<file path="config.mk">
export PLATFORM = sky130hd
export DESIGN_NAME = vram_arbiter
export DESIGN_NICKNAME = d
export VERILOG_FILES = /design/src/rtl/gpu_pkg.sv /design/src/rtl/vram_arbiter.sv
export SDC_FILE = /design/constraint.sdc
export NUM_CORES = 1
export LEC_CHECK = 0
export ABC_AREA = 1
export BUFFER_PORTS_ARGS = -buffer_cell sky130_fd_sc_hd__buf_2
export CAP_MARGIN = 10
export CORE_MARGIN = 2
export CORE_UTILIZATION = 38
export CTS_CLUSTER_SIZE = 20
export DETAILED_ROUTE_END_ITERATION = 12
export GPL_ROUTABILITY_DRIVEN = 0
export PLACE_DENSITY = 0.77
export SYNTH_ARGS = -nofsm -noshare
export SYNTH_HDL_FRONTEND = slang
export SYNTH_SLANG_ARGS = --single-unit
</file>
<file path="constraint.sdc">
create_clock -name clk -period 1.4 [get_ports clk]
set_clock_uncertainty 0.05 [all_clocks]
set_input_delay 0.14 -clock clk [delete_from_list [all_inputs] [get_ports clk]]
set_output_delay 0.14 -clock clk [all_outputs]
set_load 0.01 [all_outputs]
</file>
<file path="src/rtl/gpu_pkg.sv">
// Shared GPU definitions: VRAM geometry defaults and the read-owner encoding
// used by the VRAM arbiter, VGA controller and sprite engine.
package gpu_pkg;

    localparam int VRAM_ADDR_W = 16;
    localparam int VRAM_DATA_W = 24;

    typedef enum logic [1:0] {
        OWN_NONE = 2'd0,
        OWN_DISP = 2'd1,
        OWN_CPU  = 2'd2
    } owner_e;

endpackage

</file>
<file path="src/rtl/vram_arbiter.sv">
// Single-port VRAM arbiter between the display fetch and the CPU. Display has
// priority during active video (bounded by a starve counter); blanking is round-robin.
module vram_arbiter
    import gpu_pkg::*;
#(
    parameter int ADDR_W       = VRAM_ADDR_W,
    parameter int DATA_W       = VRAM_DATA_W,
    parameter int STARVE_LIMIT = 8
) (
    input  logic              clk,
    input  logic              rst,
    input  logic              hbright,
    input  logic              vbright,
    input  logic              disp_req,
    input  logic [ADDR_W-1:0] disp_addr,
    output logic              disp_ack,
    output logic              disp_rvalid,
    output logic [DATA_W-1:0] disp_rdata,
    input  logic              cpu_req,
    input  logic              cpu_we,
    input  logic [ADDR_W-1:0] cpu_addr,
    input  logic [DATA_W-1:0] cpu_wdata,
    output logic              cpu_ack,
    output logic              cpu_rvalid,
    output logic [DATA_W-1:0] cpu_rdata,
    output logic              mem_en,
    output logic              mem_we,
    output logic [ADDR_W-1:0] mem_addr,
    output logic [DATA_W-1:0] mem_wdata,
    input  logic [DATA_W-1:0] mem_rdata
);

    localparam int              CNT_W = $clog2(STARVE_LIMIT + 1);
    localparam logic [CNT_W-1:0] LIMIT = CNT_W'(STARVE_LIMIT);

    owner_e           last_grant;
    owner_e           owner_q;
    owner_e           owner_d;
    logic [CNT_W-1:0] starve_cnt;
    logic             active;
    logic             gnt_disp;
    logic             gnt_cpu;

    assign active = hbright && vbright;

    always_comb begin
        // NOTE: both grants get a default first so every path assigns them and no latch is inferred.
        gnt_disp = 1'b0;
        gnt_cpu  = 1'b0;
        if (disp_req && cpu_req) begin
            if (active) begin
                if (starve_cnt == LIMIT) gnt_cpu = 1'b1;
                else                     gnt_disp = 1'b1;
            end else if (last_grant == OWN_DISP) begin
                gnt_cpu = 1'b1;
            end else begin
                gnt_disp = 1'b1;
            end
        end else begin
            gnt_disp = disp_req;
            gnt_cpu  = cpu_req;
        end
    end

    // Grant, ack and the memory command are registered together; address/data hold when idle.
    always_ff @(posedge clk or negedge rst) begin
        if (!rst) begin
            disp_ack   <= 1'b0;
            cpu_ack    <= 1'b0;
            mem_en     <= 1'b0;
            mem_we     <= 1'b0;
            mem_addr   <= '0;
            mem_wdata  <= '0;
            last_grant <= OWN_CPU;
            starve_cnt <= '0;
        end else begin
            // NOTE: non-blocking assignments so every register samples pre-edge values.
            disp_ack <= gnt_disp;
            cpu_ack  <= gnt_cpu;
            mem_en   <= gnt_disp || gnt_cpu;
            mem_we   <= gnt_cpu && cpu_we;
            if (gnt_disp) begin
                mem_addr   <= disp_addr;
                last_grant <= OWN_DISP;
            end else if (gnt_cpu) begin
                mem_addr   <= cpu_addr;
                mem_wdata  <= cpu_wdata;
                last_grant <= OWN_CPU;
            end
            if (gnt_cpu || !cpu_req)
                starve_cnt <= '0;
            else if (gnt_disp && starve_cnt != LIMIT)
                starve_cnt <= starve_cnt + CNT_W'(1);
        end
    end

    // Owner FSM: names who receives the word the RAM returns in the current cycle.
    always_ff @(posedge clk or negedge rst) begin
        if (!rst) owner_q <= OWN_NONE;
        else      owner_q <= owner_d;
    end

    always_comb begin
        owner_d = OWN_NONE;
        if (mem_en && !mem_we)
            owner_d = last_grant;
    end

    always_comb begin
        disp_rvalid = (owner_q == OWN_DISP);
        cpu_rvalid  = (owner_q == OWN_CPU);
        disp_rdata  = disp_rvalid ? mem_rdata : '0;
        cpu_rdata   = cpu_rvalid ? mem_rdata : '0;
    end

endmodule

</file>
### Yosys cells after proc, flatten, opt, wreduce, memory -nomap -nowiden

Cells that the tools add are included.

* equal/unequal tests: 5
* bitwise gates (word level): 1
* $add $sub $neg: 1
* reductions and logical operators: 12
* muxes and demuxes: 17

Operators by type and width (count)
* 24-bit 2-to-1 mux: 2
* 16-bit 2-to-1 mux: 2
* 1-bit 2-to-1 mux: 8
* 4-bit 2-to-1 mux: 2
* 2-bit 2-to-1 mux: 3
* 1-bit logical AND: 5
* 4-bit by 1-bit adder with 4-bit output (second input constant): 1
* 2-bit by 1-bit equality test with 1-bit output (second input constant): 2
* 4-bit equality test (second input constant): 1
* 4-bit != test (second input constant): 1
* 2-bit nonzero test: 2
* 2-bit equality test (second input constant): 1
* 1-bit zero test: 2
* 1-bit logical OR: 2
* 2-bit AND reduction: 1
* 1-bit NOT: 1

* input bits: 87
* word-level logic and storage cells: 45
* register bits after elaboration: 52

### Longest topological paths before layout

Gate-level depths: netlist of run 1.

* word-level depth: 7
* depth in mapped cells: 11
* gate-level depth less buffers: 10

### Worst setup path before layout of run 1

OpenSTA, ideal clock, no wires.

* path kind: reg-to-reg
* from: register starve_cnt[0]
* to: register mem_wdata[10]
* arrival time: 1409 ps
* period minus slack after synthesis: 1576 ps
* setup slack: -176 ps
* cell stages (with the launch flop): 11
* data required time: 1234 ps
* library setup time: 116 ps
* path buffers: 1
* cells stage by stage: dfrtp_1 inv_1 ha_1 nand3_2 nand2_1 nand3_4 nand2_4 nand2_4 buf_2 nand2_1 nand2_1

* cells in the longest elaborated chain, start to end: 6
* elaborated cells between the ends (all ways): 9
* classes of those cells: 1 x eq/ne; 6 x mux; 1 x bitwise; 1 x reduce/logical

RTL lines
* from (decl): RTL line vram_arbiter.sv:39 `logic [CNT_W-1:0] starve_cnt;`
* from (signal assigned): RTL line vram_arbiter.sv:93 `starve_cnt <= starve_cnt + CNT_W'(1);`
* 4-bit equality test (*): RTL line vram_arbiter.sv:52 `if (starve_cnt == LIMIT) gnt_cpu = 1'b1;`
* 1-bit 2-to-1 mux: RTL line vram_arbiter.sv:52
* 1-bit 2-to-1 mux: RTL line vram_arbiter.sv:51 `if (active) begin`
* 1-bit 2-to-1 mux: RTL line vram_arbiter.sv:50 `if (disp_req && cpu_req) begin`
* 1-bit NOT (no line)
* 2-bit AND reduction (no line) (*)
* to (signal assigned): RTL line vram_arbiter.sv:87 `mem_wdata <= cpu_wdata;`
* to (decl): RTL line vram_arbiter.sv:29 `output logic [DATA_W-1:0] mem_wdata,`

Mark *: on every way between the ends. The rest lies on a longest branch, timed or not.
A chain may end at the register's enable or synchronous reset.

### Worst setup path in the final report of run 1

* from: register owner_q[0]
* to: output cpu_rdata[20]

* cells in the longest elaborated chain, start to end: 2

RTL lines
* from (decl): RTL line vram_arbiter.sv:37 `owner_e owner_q;`
* from (signal assigned): RTL line vram_arbiter.sv:100 `else owner_q <= owner_d;`
* 2-bit equality test: RTL line vram_arbiter.sv:111 `cpu_rvalid = (owner_q == OWN_CPU);`
* 24-bit 2-to-1 mux: RTL line vram_arbiter.sv:113 `cpu_rdata = cpu_rvalid ? mem_rdata : '0;`
* to (decl): RTL line vram_arbiter.sv:25 `output logic [DATA_W-1:0] cpu_rdata,`

Every way passes these cells.

==> impl_metrics.ini, run 1 <==
[timing]
finalCritPeriodShare = 1.140
hold_viol_final = 0
worstMarginPinSlew_ps = 408.0
fin_hold_ws_ps = 66.80
setup_tns_ps = -8463
fin_crit_ps = 1596
slew_headroom = 0.7280
fmax_ghz = 0.6266
drv_slew = 0
fin_ws_ps = -196.0
setup_viol = 90
rsz0062_at_grt = yes

[global_routing]
grt_pass1_wl_um = 12450
grt_max_degree = 28
grt_pass1_vias = 2810
antenna_found_initial = 0
grt_overflow = 0
gr-usage-all-layers = 0.2083

[power_and_ir_drop]
ir_worst_vdd_mv = 0.5620
power_mw = 4.188
clkPwrFrac = 0.262
power_frac_seq = 0.432
intPower_mw = 2.809
p_per_area_mw_per_mm2 = 912.3
leakage_nw = 2.771
combPwrFrac = 0.305
p_sw_mw = 1.380
switching_share = 0.3294

[placement]
dpl_cell_area_mm2 = 0.003719
dp_hpwl_um = 5807
port_buffers = 180
dp_cells = 631
dp_slack_ps = -88.49

[critical_path]
r2r_setup_slack_ps = -170
required_ps = 1210
start_kind = register
cp_cell_sequence = nor2_4 -> clkinvlp_4 -> buf_6 -> nor2_2 -> buf_2
slowest_stage = dfrtp_1
worst-setup-path-type = reg -> out
critPathArrivalTime_ps = 1410
r2r_cells = 10
end_kind = output pin
slowest_delay_ps = 410
crit_fanout = 7

[layout]
insertedDiodeCount = 0
instances_no_fill = 674
drive_above_1_share = 0.4781
stdcell_area_mm2 = 0.004591
final_cell_mix = buf_2, nand2_1, inv_1
area_growth_pct = 73.64
final_common_cell = buf_2
nNetsFinal = 682
final_util = 0.6794
fillCellCount = 520

[synth]
synth-xor-area-share = 0.006626
synth_seq_cells = 52
synthAdderAreaFrac = 0.009465
seq_area_frac_synth = 0.4927
yosys_warnings = 0
synth_top_family_by_area = simple AND/OR/NAND/NOR gates
synthSimpleGateAreaFrac = 0.3521
synthDominantCellAreaShare = 0.4827
synthTopCellsByArea = dfrtp_1, nand2_1, inv_1
synth_nets = 460
syn-cell-area_mm2 = 0.002644
syn_avg_cell_area_um2 = 7.126
synth_compound_area_frac = 0.007572
synthMuxAreaShare = 0
syn_inst = 371
synth_largest_area_cell = dfrtp_1
synth_cell_types = 23

[die]
start_util = 0.3913
num_io_pins = 181
fp.coreArea_mm2 = 0.006756
dieArea_mm2 = 0.007641
row_count = 30
die_h_um = 87.41
die_x_um = 87.41

[clocking]
tritoncts = done
clockRootBuffer = clkbuf_8
cts.sinks = 52
clock_latency_ps = 310
cts.clk_slew.worst_paths_ps = 90
htreeDepth = 2
clk_path_buf_depth = 2
numCtsBuffers = 5

[job]
maxCapViolCount = 0

[outcome]
violations = negative setup slack
outcome = finished, violations left

[routing]
wl_um = 9414
wl_per_cell_um = 13.97
vias = 3195
drc_errors = 0
drtIter0Drc = 98
drtPass1Iterations = 4
viasPerCell = 4.740
antenna_left = 0

[hold_path]
min_path_type = in -> reg
min_path_cells = 2
per-layer routing:
metal  vias to the layer above  share of wire  GRT usage
met2                       165           0.54     0.3919
met5                         -              0          0
li1                       1523              -          -
met4                         0          0.024    0.05874
met3                        20          0.088    0.06825
met1                      1487           0.35     0.2190
area by class of cell:
type | count | area (µm²) | area share
Sequential cell | 52 | 1303 | 0.2837
Inverter | 71 | 286.5 | 0.06241
Timing Repair inverter | 1 | 7.507 | 0.001635
Clock buffer | 5 | 68.82 | 0.01499
Clock inverter | 3 | 50.05 | 0.01090
Multi-Input combinational cell | 233 | 1290 | 0.2810
Tap cell | 80 | 100.1 | 0.02180
Timing Repair Buffer | 229 | 1485 | 0.3235
worst max-delay path: cells and delay by family (launching register included):
kind | cells | cell delay, ps
buf+inv | 3 | 420
flops | 1 | 410
simple gates | 2 | 260
flip-flops by register name, summed over array words and instances (netlist names):
signal,count
mem_wdata,24
owner_q,2
disp_ack,1
last_grant,2
mem_addr,16
mem_en,1
cpu_ack,1
starve_cnt,4
mem_we,1
Yosys cell counts (all sizes together):
cell / number
nor3: 2
inv: 70
buf: 10
xor2: 2
dfrtp: 51
dfstp: 1
o21ai: 2
clkinv: 1
nand3: 37
a21oi: 2
clkbuf: 5
nand4: 1
ha: 2
nand2: 132
nor2: 53
cell families after synthesis:
family / Yosys count
compound gates: 4
simple gates: 225
xor+xnor: 2
buf+inv: 86
flops: 52
fa+ha+maj: 2
timing repair:
item,CTS,global route
hold buffers,26,0
endpoints found under the hold margin,37,0
gates resized for setup,14,95
gates cloned,1,4
setup endpoints to repair,92,98
setup buffers,3,2
pin swaps,1,31
power groups by stage:
stage          combinational, mW  clock (mW)  sequential, mW
6_report                    1.28        1.10            1.81
5_1_grt                     1.40        1.17            1.83
4_1_cts                     1.09        1.11            1.76
3_5_place_dp               0.999           0            1.78
3_3_place_gp               0.975           0            1.79
2_1_floorplan              0.421           0            1.86
worst paths after layout:
| path | startpoint | endpoint |
|---|---|---|
| hold reg to reg | mem_we | owner_q[0] |
| setup / recovery | owner_q[0] | cpu_rdata[20] |
| max in group asynchronous | rst | mem_addr[3] |
| hold / removal | cpu_req | last_grant[0] |
| setup reg to reg | starve_cnt[0] | mem_wdata[12] |
| min in group asynchronous | rst | mem_wdata[10] |
Power figures use the tool's default switching activity.
==> run 2, diff against run 1 <==
--- a/config.mk
+++ b/config.mk
@@ -9,10 +9,12 @@
 export BUFFER_PORTS_ARGS = -buffer_cell sky130_fd_sc_hd__buf_2
 export CAP_MARGIN = 10
+export CELL_PAD_IN_SITES_DETAIL_PLACEMENT = 1
+export CELL_PAD_IN_SITES_GLOBAL_PLACEMENT = 1
 export CORE_MARGIN = 2
-export CORE_UTILIZATION = 38
+export CORE_UTILIZATION = 25
 export CTS_CLUSTER_SIZE = 20
 export DETAILED_ROUTE_END_ITERATION = 12
 export GPL_ROUTABILITY_DRIVEN = 0
-export PLACE_DENSITY = 0.77
+export PLACE_DENSITY_LB_ADDON = 0.1
 export SYNTH_ARGS = -nofsm -noshare
 export SYNTH_HDL_FRONTEND = slang
--- a/constraint.sdc
+++ b/constraint.sdc
@@ -3,3 +3,3 @@
 set_input_delay 0.14 -clock clk [delete_from_list [all_inputs] [get_ports clk]]
 set_output_delay 0.14 -clock clk [all_outputs]
-set_load 0.01 [all_outputs]
+set_load 0.05 [all_outputs]
==> impl_metrics.ini, run 2 (synthesis results as in run 1) <==
[outcome]
outcome = finished, violations left
violations = negative setup slack

[clocking]
cts.clk_slew.worst_paths_ps = 100
numCtsBuffers = 5
htreeDepth = 2
clk_path_buf_depth = 2
cts.sinks = 52
clockRootBuffer = clkbuf_8
tritoncts = done
clock_latency_ps = 310

[power_and_ir_drop]
power_mw = 5.129
clkPwrFrac = 0.175
p_sw_mw = 2.303
intPower_mw = 2.826
p_per_area_mw_per_mm2 = 930.1
switching_share = 0.4490
ir_worst_vdd_mv = 0.5750
power_frac_seq = 0.346
leakage_nw = 2.971
combPwrFrac = 0.479

[layout]
nNetsFinal = 693
insertedDiodeCount = 0
final_common_cell = buf_2
final_cell_mix = buf_2, nand2_1, inv_1
area_growth_pct = 108.6
regMostFlops = mem_wdata
fillCellCount = 1197
top_regs = mem_wdata (24), mem_addr (16), starve_cnt (4)
stdcell_area_mm2 = 0.005514
largest_register_ffs = 24
drive_above_1_share = 0.5719

[routing]
viasPerCell = 4.428
drc_errors = 0
wl_met3_um = 825
routed-wl-met2_um = 6548
top_layer = met4
met1Wirelength_um = 4424
drtIter0Drc = 86
drtPass1Iterations = 4
vias = 3281
wl_per_cell_um = 16.06
wl_um = 11900
antenna_left = 0

[global_routing]
grt_max_degree = 53
grt_overflow = 0
antenna_found_initial = 0
grt_pass1_wl_um = 17180
grt_pass1_vias = 3471
gr-usage-all-layers = 0.1910

[placement]
dp_slack_ps = -143.6
dpl_cell_area_mm2 = 0.004041
port_buffers = 180
dp_hpwl_um = 7109

[critical_path]
critPathArrivalTime_ps = 1780
worst-setup-path-type = reg -> reg
crit_path_start = starve_cnt[0]
crit_fanout = 7
end_kind = register
start_kind = register
required_ps = 1610
reg2reg_from = starve_cnt[0]

[timing]
hold_viol_final = 0
setup_viol = 93
fin_hold_ws_ps = 22.69
fmax_ghz = 0.6335
fin_crit_ps = 1579
slew_headroom = 0.7944
worstMarginPinSlew_ps = 308.3
finalCritPeriodShare = 1.128
drv_slew = 0
rsz0062_at_grt = yes
fin_ws_ps = -178.5

[die]
fp.coreArea_mm2 = 0.01028
die_x_um = 106.8
num_io_pins = 181
row_count = 37
die_h_um = 106.8
start_util = 0.2572
dieArea_mm2 = 0.01141

[hold_path]
min_path_type = in -> reg
hold_start = cpu_we

[job]
maxCapViolCount = 0
==> run 2: cell types whose count changed in the layout (fill, tap and decap cells not counted), sizes merged <==
cell / before / now
inv: 71 / 74
dlygate4sd3: 26 / 25
clkinvlp: 2 / 1
clkinv: 1 / 2
buf: 200 / 210
bufinv: 1 / 0
==> run 2: worst paths after layout <==
kind | endpoint | slack (ps) | cells past startpoint
worst min-delay path | mem_we | 20 | 3
worst max-delay path | mem_wdata[12] | -180 | 11
min in group asynchronous | mem_addr[4] | 290 | 3
max in group asynchronous | last_grant[1] | 690 | 3
worst max register to register | mem_wdata[12] | -180 | 11
worst min register to register | mem_addr[13] | 430 | 2
==> run 2: final cells by class <==
class                      instances  area (µm²)  area share
sequential                        52        1304      0.2364
timing repair inverter             4       65.06     0.01180
timing repair buffer             237        1931      0.3501
tap                              136       170.2     0.03086
clock inverter                     2       16.27    0.002950
clock buffer                       6       72.57     0.01316
multi-input combinational        233        1654      0.3000
inverter                          71       301.5     0.05469
==> run 2: worst max-delay path, cell delays in order, from the launching register on <==
cell     delay, ps
dfrtp_1        410
inv_2           70
ha_4           140
nand3_4         70
nand2_4         80
nand3_4         80
nand2_4        110
nand2_8        100
buf_12         190
inv_16          90
nand2_2         50
nand2_1         70
==> run 2: per-stage QoR <==
stage	cells	TNS, ps	util
global placement	689	-2481	0.3932
finish	741	-11790	0.5365
floorplan	371	-8439	-
detailed placement	689	-4431	0.3932
CTS	738	-11270	0.4973
global route	741	-18560	0.5365
==> run 2: routing by layer <==
metal | up-vias | GRT usage
li1 | 1550 | -
met1 | 1593 | 0.2188
met2 | 128 | 0.3585
met3 | 10 | 0.04012
met4 | 0 | 0.04917
met5 | - | 0
==> run 2: repair_timing <==
| item | CTS | global route |
|---|---|---|
| cloned | 7 | 3 |
| gates resized for setup | 161 | 98 |
| hold endpoints to repair | 75 | 0 |
| setup endpoints to repair | 96 | 99 |
| setup buffers | 11 | 5 |
| hold buffers | 25 | 0 |
| pin swaps | 13 | 18 |
==> run 2: power groups by stage <==
| stage | clock network (mW) | logic, mW | registers (mW) |
|---|---|---|---|
| floorplan | 0 | 0.799 | 2.34 |
| global placement | 0 | 1.88 | 1.79 |
| detailed placement | 0 | 1.90 | 1.79 |
| CTS | 0.932 | 2.26 | 1.76 |
| global route | 0.995 | 2.60 | 1.79 |
| finish | 0.897 | 2.46 | 1.77 |
==> run 3, diff against run 2 <==
==> constraint.sdc (replaced) <==
create_clock -name clk -period 1.4 [get_ports clk]
set_clock_uncertainty 0.05 [all_clocks]
set_input_delay 0.07 -clock clk [delete_from_list [all_inputs] [get_ports clk]]
set_output_delay 0.07 -clock clk [all_outputs]
set_load 0.05 [all_outputs]
==> impl_metrics.ini, run 3 (synthesis results as in run 1) <==
[outcome]
outcome = finished, violations left
violations = negative setup slack

[power_and_ir_drop]
ir_worst_vdd_mv = 0.5176
switching_share = 0.4287
clkPwrFrac = 0.213
power_frac_seq = 0.339
intPower_mw = 3.025
p_sw_mw = 2.269
combPwrFrac = 0.447
leakage_nw = 2.862
p_per_area_mw_per_mm2 = 999.3

[routing]
antenna_left = 0
drc_errors = 0
drtIter0Drc = 145
viasPerCell = 4.380
wl_per_cell_um = 15.42
wl_um = 11340
vias = 3219
drtPass1Iterations = 4

[critical_path]
end_kind = register
start_kind = register
critPathArrivalTime_ps = 1720
critPathBufInv = 2
worst-setup-path-type = reg -> reg
slowest_stage = dfrtp_1
crit_fanout = 6
required_ps = 1560
cp_top_family = simple AND/OR/NAND/NOR gates
cp_cell_sequence = inv_1 -> ha_2 -> nand3_2 -> nand2_2 -> nand3_4 -> nand2_4 -> nand2_8 -> buf_12 -> nand2_2 -> nand2_1
crit_top_cell = nand2_2
slowest_delay_ps = 390

[layout]
final_common_cell = buf_2
area_growth_pct = 100.4
insertedDiodeCount = 0
regMostFlops = mem_wdata
final_cell_mix = buf_2, nand2_1, inv_1
top_regs = mem_wdata (24), mem_addr (16), starve_cnt (4)
drive_above_1_share = 0.5192
largest_register_ffs = 24
nNetsFinal = 687
final_util = 0.5155

[clocking]
cts.sinks = 52
htreeDepth = 2
tritoncts = done
clockRootBuffer = clkbuf_8
clock_latency_ps = 310
clk_path_buf_depth = 2
cts.clk_slew.worst_paths_ps = 110
numCtsBuffers = 5

[die]
die_x_um = 106.8
dieArea_mm2 = 0.01141
fp.coreArea_mm2 = 0.01028
start_util = 0.2572
die_h_um = 106.8
row_count = 37
num_io_pins = 181

[global_routing]
grt_pass1_wl_um = 16590
gr-usage-all-layers = 0.1829
antenna_found_initial = 0
grt_pass1_vias = 3433
grt_overflow = 0
grt_max_degree = 41

[job]
maxCapViolCount = 0

[timing]
drv_slew = 0
fin_hold_ws_ps = 5.583
slew_headroom = 0.7832
rsz0062_at_grt = yes
fmax_ghz = 0.6419
fin_ws_ps = -157.9
finalCritPeriodShare = 1.113
worstMarginPinSlew_ps = 325.2
hold_viol_final = 0
fin_crit_ps = 1558
setup_viol = 93

[hold_path]
min_path_type = in -> reg

[placement]
port_buffers = 180
dp_hpwl_um = 7202
## run 3: changes by cell type in the layout (fill, tap and decap cells not counted), moves of 3 or more
| cell | before | now |
|---|---|---|
| nand2_4 | 20 | 14 |
| nand2_1 | 80 | 98 |
| buf_4 | 15 | 18 |
| nand2_2 | 31 | 19 |
| buf_8 | 13 | 9 |
| buf_12 | 8 | 5 |
| buf_6 | 43 | 40 |
## run 3: tightest hold or removal path: stages
cell and delay, ps:
buf_2 80, inv_1 30, nand2_1 50, nand3_1 60, nand2_1 60
## run 3: final timing paths
kind	start	slack, ps	endpoint	cells past startpoint
max	starve_cnt[1]	-160	mem_wdata[12]	10
min	cpu_addr[13]	6	mem_addr[13]	5
max reg2reg	starve_cnt[1]	-160	mem_wdata[12]	10
min reg2reg	mem_we	410	owner_q[0]	1
max in group asynchronous	rst	640	mem_addr[9]	3
min in group asynchronous	rst	130	mem_addr[2]	2
## run 3: power by group through the flow
stage	clock (mW)	combinational, mW	sequential (mW)
2_1_floorplan	0	0.759	2.34
3_3_place_gp	0	1.85	1.79
3_5_place_dp	0	1.88	1.79
4_1_cts	1.16	2.16	1.77
5_1_grt	1.21	2.51	1.82
6_report	1.13	2.37	1.80
## run 3: timing repair
item / 4_1_cts / 5_1_grt
resized for setup: 145 / 79
hold buffers: 27 / 0
pin swaps: 13 / 11
cloned: 3 / 4
setup buffers: 3 / 1
endpoints found under the hold margin: 78 / 0
endpoints found under the setup margin: 94 / 99
## run 3: cell type report
| class | instances | area, µm² |
|---|---|---|
| timing repair buffer | 234 | 1872 |
| multi-input combinational | 233 | 1518 |
| clock inverter | 2 | 38.79 |
| sequential | 52 | 1304 |
| fill | 1233 | 4980 |
| inverter | 71 | 296.5 |
| clock buffer | 6 | 82.58 |
| timing repair inverter | 1 | 16.27 |
| tap | 136 | 170.2 |
## run 3: stage by stage
step                power, mW  worst slack [ps]  area [µm²]  std cells  setup TNS, ps
floorplan               3.103            -166.5        2843        371          -7567
global placement        3.641            -61.63        3974        689          -1616
detailed placement      3.665            -161.5        3974        689          -3550
CTS                     5.091            -97.08        4905        730          -5468
global route            5.538            -256.6        5298        735         -15150
finish                  5.294            -157.9        5298        735          -7305
## run 3: layer usage
| layer | GRT usage | up-vias | part of all wire |
|---|---|---|---|
| li1 | - | 1537 | - |
| met1 | 0.2083 | 1528 | 0.39 |
| met2 | 0.3394 | 138 | 0.51 |
| met3 | 0.05106 | 16 | 0.080 |
| met4 | 0.03896 | 0 | 0.016 |
| met5 | 0 | - | 0 |
